===== config.mk =====
export PLATFORM = sky130hd
export DESIGN_NAME = pe_tile_loader_flat
export DESIGN_NICKNAME = d
export VERILOG_FILES = /design/src/rtl/pe_tile_pkg.sv /design/src/rtl/pe_tile_loader_if.sv /design/src/rtl/pe_tile_shadow.sv /design/src/rtl/pe_tile_loader.sv /design/src/flat_wrapper.sv
export SDC_FILE = /design/constraint.sdc
export NUM_CORES = 1
export LEC_CHECK = 0
export ABC_AREA = 1
export BUFFER_PORTS_ARGS = -buffer_cell sky130_fd_sc_hd__buf_4
export CAP_MARGIN = 0
export CORE_AREA = 2 2 133 233
export CTS_CLUSTER_SIZE = 30
export DETAILED_ROUTE_END_ITERATION = 8
export DIE_AREA = 0 0 135 235
export GPL_TIMING_DRIVEN = 0
export PLACE_DENSITY = 0.59
export SETUP_SLACK_MARGIN = 0.05
export SLEW_MARGIN = 20
export SYNTH_ARGS = -nofsm -noshare
export SYNTH_HDL_FRONTEND = slang
export SYNTH_SLANG_ARGS = --single-unit

===== constraint.sdc =====
create_clock -name clk -period 6.3 [get_ports clk]
set_input_delay 1.26 -clock clk [delete_from_list [all_inputs] [get_ports clk]]
set_output_delay 1.26 -clock clk [all_outputs]
set_load 0.005 [all_outputs]

===== src/rtl/pe_tile_pkg.sv =====
// pe_tile_pkg: shared defaults, state types and PE indexing for the tile loader
package pe_tile_pkg;
  localparam int DW_DEF = 8;
  localparam int K_DEF = 3;
  localparam int HOLD_DEF = 6;
  typedef enum logic {LD_LOAD, LD_FULL} loader_state_e;
  typedef enum logic {OUT_IDLE, OUT_HOLD} out_state_e;
  function automatic int pe_idx(int r, int c);
    return r * K_DEF + c;
  endfunction
endpackage


===== src/rtl/pe_tile_loader_if.sv =====
// pe_tile_loader_if: row-beat input handshake plus PE-facing tile outputs
interface pe_tile_loader_if import pe_tile_pkg::*; #(
  parameter int DW = DW_DEF,
  parameter int K = K_DEF
);
  logic in_valid;
  logic in_ready;
  logic [K*DW-1:0] in_data;
  logic [K*DW-1:0] in_wt;
  logic [K*K*DW-1:0] data_pe;
  logic [K*K*DW-1:0] wt_pe;
  logic out_valid;
  logic tile_start;
  modport master (output in_valid, in_data, in_wt, input in_ready, data_pe, wt_pe, out_valid, tile_start);
  modport slave (input in_valid, in_data, in_wt, output in_ready, data_pe, wt_pe, out_valid, tile_start);
endinterface


===== src/rtl/pe_tile_shadow.sv =====
// pe_tile_shadow: KxK data/weight register bank with a row write port and full-tile read
module pe_tile_shadow #(
  parameter int DW = 8,
  parameter int K = 3,
  parameter int RW = 2
) (
  input  logic clk,
  input  logic rst_n,
  input  logic we,
  input  logic [RW-1:0] row,
  input  logic [K*DW-1:0] row_data,
  input  logic [K*DW-1:0] row_wt,
  output logic [K*K*DW-1:0] tile_data,
  output logic [K*K*DW-1:0] tile_wt
);
  logic [DW-1:0] d_q [K*K];
  logic [DW-1:0] w_q [K*K];
  for (genvar r = 0; r < K; r++) begin : g_row
    for (genvar c = 0; c < K; c++) begin : g_col
      // column 0 arrives in the MSBs of the row beat
      always_ff @(posedge clk) begin
        if (!rst_n) begin
          d_q[r*K+c] <= '0;
          w_q[r*K+c] <= '0;
        end else if (we && row == RW'(r)) begin
          d_q[r*K+c] <= row_data[(K-1-c)*DW +: DW];
          w_q[r*K+c] <= row_wt[(K-1-c)*DW +: DW];
        end
      end
      assign tile_data[(r*K+c)*DW +: DW] = d_q[r*K+c];
      assign tile_wt[(r*K+c)*DW +: DW] = w_q[r*K+c];
    end
  end
endmodule


===== src/rtl/pe_tile_loader.sv =====
// pe_tile_loader: double-buffered row loader feeding a held KxK tile to the PE array
module pe_tile_loader import pe_tile_pkg::*; #(
  parameter int DW = DW_DEF,
  parameter int K = K_DEF,
  parameter int HOLD = HOLD_DEF
) (
  input logic clk,
  input logic rst_n,
  input logic flush,
  pe_tile_loader_if.slave bus
);
  localparam int CW = K > 1 ? $clog2(K) : 1;
  localparam int HW = HOLD > 1 ? $clog2(HOLD) : 1;
  loader_state_e ld_st;
  out_state_e out_st;
  logic [CW-1:0] row_cnt;
  logic [HW-1:0] hold_cnt;
  logic [K*K*DW-1:0] sh_data, sh_wt;
  logic accept, xfer, row_last, hold_last;
  assign bus.in_ready = ld_st == LD_LOAD;
  assign accept = bus.in_valid && ld_st == LD_LOAD;
  assign row_last = row_cnt == CW'(K - 1);
  assign hold_last = hold_cnt == HW'(HOLD - 1);
  assign xfer = ld_st == LD_FULL && (out_st == OUT_IDLE || hold_last);
  // rows fill bottom-first: beat n lands in row K-1-n
  pe_tile_shadow #(.DW(DW), .K(K), .RW(CW)) u_shadow (
    .clk(clk),
    .rst_n(rst_n),
    .we(accept && !flush),
    .row(CW'(K - 1) - row_cnt),
    .row_data(bus.in_data),
    .row_wt(bus.in_wt),
    .tile_data(sh_data),
    .tile_wt(sh_wt)
  );
  always_ff @(posedge clk) begin
    if (!rst_n || flush) begin
      ld_st <= LD_LOAD;
      out_st <= OUT_IDLE;
      row_cnt <= '0;
      hold_cnt <= '0;
      bus.out_valid <= 1'b0;
      bus.tile_start <= 1'b0;
      bus.data_pe <= '0;
      bus.wt_pe <= '0;
    end else if (xfer) begin
      ld_st <= LD_LOAD;
      row_cnt <= '0;
      out_st <= OUT_HOLD;
      hold_cnt <= '0;
      bus.out_valid <= 1'b1;
      bus.tile_start <= 1'b1;
      bus.data_pe <= sh_data;
      bus.wt_pe <= sh_wt;
    end else begin
      bus.tile_start <= 1'b0;
      if (accept) begin
        row_cnt <= row_last ? '0 : row_cnt + 1'b1;
        ld_st <= row_last ? LD_FULL : LD_LOAD;
      end
      if (out_st == OUT_HOLD) begin
        hold_cnt <= hold_last ? '0 : hold_cnt + 1'b1;
        if (hold_last) begin
          out_st <= OUT_IDLE;
          bus.out_valid <= 1'b0;
          bus.data_pe <= '0;
          bus.wt_pe <= '0;
        end
      end
    end
  end
endmodule


===== src/flat_wrapper.sv =====
// flat-port wrapper written by rule: the top's interface ports become plain ports
module pe_tile_loader_flat import pe_tile_pkg::*;
#(
  parameter int DW = DW_DEF,
  parameter int K = K_DEF,
  parameter int HOLD = HOLD_DEF
)
  (clk, rst_n, flush, bus_in_valid, bus_in_data, bus_in_wt, bus_in_ready, bus_data_pe, bus_wt_pe, bus_out_valid, bus_tile_start);
  pe_tile_loader_if #(.DW(DW), .K(K)) bus_i ();
  input logic clk;
  input logic rst_n;
  input logic flush;
  input wire logic [$bits(bus_i.in_valid)-1:0] bus_in_valid;
  input wire logic [$bits(bus_i.in_data)-1:0] bus_in_data;
  input wire logic [$bits(bus_i.in_wt)-1:0] bus_in_wt;
  output wire logic [$bits(bus_i.in_ready)-1:0] bus_in_ready;
  output wire logic [$bits(bus_i.data_pe)-1:0] bus_data_pe;
  output wire logic [$bits(bus_i.wt_pe)-1:0] bus_wt_pe;
  output wire logic [$bits(bus_i.out_valid)-1:0] bus_out_valid;
  output wire logic [$bits(bus_i.tile_start)-1:0] bus_tile_start;
  assign bus_i.in_valid = bus_in_valid;
  assign bus_i.in_data = bus_in_data;
  assign bus_i.in_wt = bus_in_wt;
  assign bus_in_ready = bus_i.in_ready;
  assign bus_data_pe = bus_i.data_pe;
  assign bus_wt_pe = bus_i.wt_pe;
  assign bus_out_valid = bus_i.out_valid;
  assign bus_tile_start = bus_i.tile_start;
  pe_tile_loader #(.DW(DW), .K(K), .HOLD(HOLD)) u_core (.clk(clk), .rst_n(rst_n), .flush(flush), .bus(bus_i));
endmodule

# Yosys cells after proc, flatten, opt, wreduce, memory -nomap -nowiden
# Memories as Yosys holds them, arrays and structs flattened.
# Cells that the tools add are included.
[totals] output_inout_bits=147 ff_bits=153 memories=2 ram_bits=144
[memory_table] memory="u_core.u_shadow.d_q" words=9 word_bits=8 read_ports=9 rd_clocked_by_memory_dff=0 wr=9 line="pe_tile_shadow.sv:16" rtl="logic [DW-1:0] d_q [K*K];"
[memory_table] memory="u_core.u_shadow.w_q" words=9 word_bits=8 read_ports=9 rd_clocked_by_memory_dff=0 wr=9 line="pe_tile_shadow.sv:17" rtl="logic [DW-1:0] w_q [K*K];"
[classes] n_bitwise=20 addsub=3 n_reduce_logical=15 n_eq_ne=4 mux=42
[ops] operator="two-way mux 72 bit" n=4
[ops] operator="two-way mux 8 bit" n=18
[ops] operator="two-way mux 1 bit" n=18
[ops] operator="bitwise OR 1 bit" n=18
[ops] operator="logical AND 1 bit" n=6
[ops] operator="== test 2 bit, second input constant" n=2
[ops] operator="nonzero test 2 bit" n=2
[ops] operator="adder 3 x 1 -> 3 bit, second input constant" n=1
[ops] operator="== test 3 bit, second input constant" n=1
[ops] operator="two-way mux 3 bit" n=1
[ops] operator="adder 2 x 1 -> 2 bit, second input constant" n=1
[ops] operator="== test 2 x 1 -> 1 bit, second input constant" n=1
[ops] operator="zero test 1 bit" n=2
[ops] operator="zero test 2 bit" n=1
[ops] operator="logical OR 1 bit" n=2
[ops] operator="two-way mux 2 bit" n=1
[ops] operator="NOT 1 bit" n=2
[ops] operator="AND reduction 2 bit" n=1
[ops] operator="OR reduction 2 bit" n=1
[ops] operator="subtractor 2 bit, first input constant" n=1

# Logic depth before layout (Yosys ltp)
[depth] ltp_word=8 depth_mapped=7 mapped_depth_nobuf=6

# Cells and area by module
# Synthesis repeated with hierarchy kept, for this count alone.
[unflattened] cells_unflattened=1089 area_unflattened_um2=11282.1
[modules_own_cells] mod="pe_tile_loader" instances=1 area_each_um2=6090.8 cells_per_inst=726
[modules_own_cells] mod="pe_tile_shadow" instances=1 area_each_um2=5191.2 cells_per_inst=363

# Worst setup path before layout
# No wires, ideal clock.
[synth_path] path_type="input-to-reg" from="in bus_in_valid" to="mem u_core.u_shadow.d_q[6][0], enable pin" setup_slack_ns=1.030 path_buffers=0 cell_stages=2 required_ns=5.780 t_arrival_ns=4.750 setup_time_ns=0.520 cell_sequence="nand3_1 o21ai_0"
[synth_rtl] item="from (decl)" line="flat_wrapper.sv:13" rtl="input wire logic [$bits(bus_i.in_valid)-1:0] bus_in_valid;"
[synth_rtl] item="to (decl)" line="pe_tile_shadow.sv:16"

==> flow_summary.ini <==
[drt]
route.detailed.wl_per_inst_um = 20.3
drt_iter0_markers = 610
detail-route-antenna-nets = 0
totalWireLength_mm = 34.9
via_count = 8985
drc = 0
firstDrtPassIters = 5
routed_via_density = 5.23

[timing]
skew_ns = 0.0102
max_freq_ghz = 0.416
rsz0062_at_grt = false
finalCriticalPeriod_ns = 2.40
setup_viol = 0
slew-limit-headroom_pct = 54.7
finalHoldViolCount = 0
setup_tns_ns = 0
worst_pin_slew_ns = 0.678
finalMaxSlewViolations = 0
period_share_pct = 38.1

[critical_path]
crit_path_max_incr_delay_ns = 0.37
crit_buf_inv = 4
cp_max_fo = 10
startpoint_type = input port
crit_start = rst_n
cp_common_cell = buf_2
cp_top_family = simple AND/OR/NAND/NOR gates
rr_startpoint = u_core.ld_st
crit_required_ns = 6.58
path_cells = buf_4, inv_1, nor2_4, nand4_1, buf_2, buf_2, nor2_1
arrival_ns = 2.69
worst-setup-path-type = in -> reg
reg2reg_depth = 6
cp.depth = 7
end_kind = flip-flop
cpMaxStageDelayCell = nor2_1

[global_route]
antenna_found_initial = 1
grt_pass1_vias = 8732
grt_overflow = 0
grt_usage_pct = 21.3
grt_max_degree = 49
grt_pass1_wl_mm = 50.7

[synthesis]
seq_area_frac_synth_pct = 66.0
syn_nets = 1133
ys_ff_latch = 297
synthTopCellsByArea = edfxtp_1, dfxtp_1, nand4_1, nand2_1, nor2_1
yosysTopAreaCell = edfxtp_1
synth_top_area_share_pct = 38.6
yosys_warnings = 0
syn-cell-area_um2 = 11200
syn_inst = 1081
syn_avg_cell_area_um2 = 10.4
synth_cell_type_count = 19

[power]
leakage_nw = 6.38
p_total_mw = 3.82
power_density_nw_per_um2 = 271
ir_drop_uv = 183

[floorplanning]
dieArea_um2 = 31700
fp.dieH_um = 235
num_io_pins = 199
core_area_um2 = 29800
die_w_um = 135
start_util_pct = 37.5
rows = 84

[hold_path]
min_from = u_core.bus.data_pe[70]
hold_path_class = reg -> reg
hold_depth = 2

[placed_design]
routabilityCongestion = 0.868
port-buffer-count = 198
dpl.hpwl_mm = 26.1

[clock_tree]
clock_latency_ns = 0.53
cts_tree = built
cts_resized = 0
clk_path_buf_depth = 3
cts.sinks = 297
cts_setup_buffers = 0
cts.htree.levels = 1
cts_buffers = 27
cts_hold_buf = 0
cts-root-buf = clkbuf_16
clk_pin_slew_ns = 0.07

[final_layout]
final_core_util_pct = 47.3
multi_input_area_um2 = 3110
drive_above_1_share_pct = 23.9
nFillCells = 2877
seq_area_um2 = 7390
nets = 1363
synthToLayoutAreaGrowth_pct = 26.1

[flow_run]
maxCapViolations = 0

[run_status]
status = finished, final reports clean
## Yosys cell counts
cell,count
inv_1,55
xnor2_1,1
nor2_2,1
buf_2,65
dfxtp_1,153
o21ai_0,4
nand4_1,290
edfxtp_1,144
clkbuf_1,41
nand2_1,158
inv_2,1
buf_4,4
nor2_4,1
a21oi_1,3
mux2i_1,1
nand3_1,3
nor3_2,1
nand2_2,1
nor2_1,154
## power by group
group          total [mW]  leakage (nW)  internal (mW)  switching [mW]
combinational       0.146          3.21         0.0421           0.104
sequential           2.09          2.74           2.07          0.0198
clock                1.59         0.421          0.873           0.717
## logic make-up (layout without fill, tap and decap cells)
logic type / after synthesis / after routing / synth area share (%)
buf+inv: 166 / 416 / 6.43
mux: 1 / 1 / 0.0894
simple gates: 609 / 609 / 27.1
xor+xnor: 1 / 1 / 0.0783
flops: 297 / 297 / 66.0
other cells: 0 / 1 / 0
compound gates: 7 / 7 / 0.313
## registers in the layout, summed over array words and instances, names as in the netlist
signal                 count
u_core.bus.data_pe        72
u_core.bus.out_valid       1
u_core.bus.tile_start      1
u_core.bus.wt_pe          72
u_core.hold_cnt            3
u_core.ld_st               1
u_core.out_st              1
u_core.row_cnt             2
u_core.u_shadow.d_q       72
u_core.u_shadow.w_q       72
## through the flow
step                      setup WS (ns)  hold WS [ns]  cells  cell area, um^2
after floorplan                    1.03         0.461   1081            11200
after global routing               3.87         0.489   1719            14100
final                              3.90         0.473   1719            14100
after CTS                          3.89         0.478   1718            14100
after detailed placement           3.38         0.469   1669            13300
after global placement           -0.667         0.466   1666            13200
## metal layers
layer	global-route usage [%]	vias to the layer above	wire (um)	part of all wire [%]
li1	-	4338	-	-
met3	2.59	84	1860	5.3
met2	39.5	328	18600	53
met5	0	-	0	0
met1	22.6	4235	12200	35
met4	12.7	0	2160	6.2
## layout by cell type, fill, tap and decap left out
master and instances:
clkinv_4 2, inv_1 55, buf_4 202, o21ai_4 1, clkinv_1 4, nand3_1 3, buf_16 3, clkbuf_16 28
nor2_1 154, clkbuf_1 46, nand2_1 156, clkbuf_8 5, inv_2 1, nor3_2 1, nor2_4 1, diode_2 1
clkinv_2 5, xnor2_1 1, nor2_2 1, a21oi_1 3, nand4_1 290, dfxtp_1 153, mux2i_1 1, nand2_2 2
buf_2 65, nand2_4 1, o21ai_0 3, edfxtp_1 144
## worst min-delay path: stages, from the launching register on
cell and delay (ns):
dfxtp_1 0.31, nand4_1 0.08, nand2_1 0.05
## path summary, 6_finish.rpt
path / to / slack [ns]
max: u_core.u_shadow.w_q[6][3] / 3.90
min reg2reg: u_core.bus.data_pe[70] / 0.47
min: u_core.bus.data_pe[70] / 0.47
max reg2reg: u_core.u_shadow.d_q[0][7] / 4.44
## area by class of cell
cell class | instances | share of cell area [%]
Antenna cell | 1 | 0.0177
Clock inverter | 11 | 0.408
Timing Repair Buffer | 201 | 11.1
Sequential cell | 297 | 52.3
Tap cell | 387 | 3.43
Multi-Input combinational cell | 618 | 22.0
Clock buffer | 38 | 5.58
Buffer | 110 | 3.61
Inverter | 56 | 1.49
(Power assumes the default switching activity.)
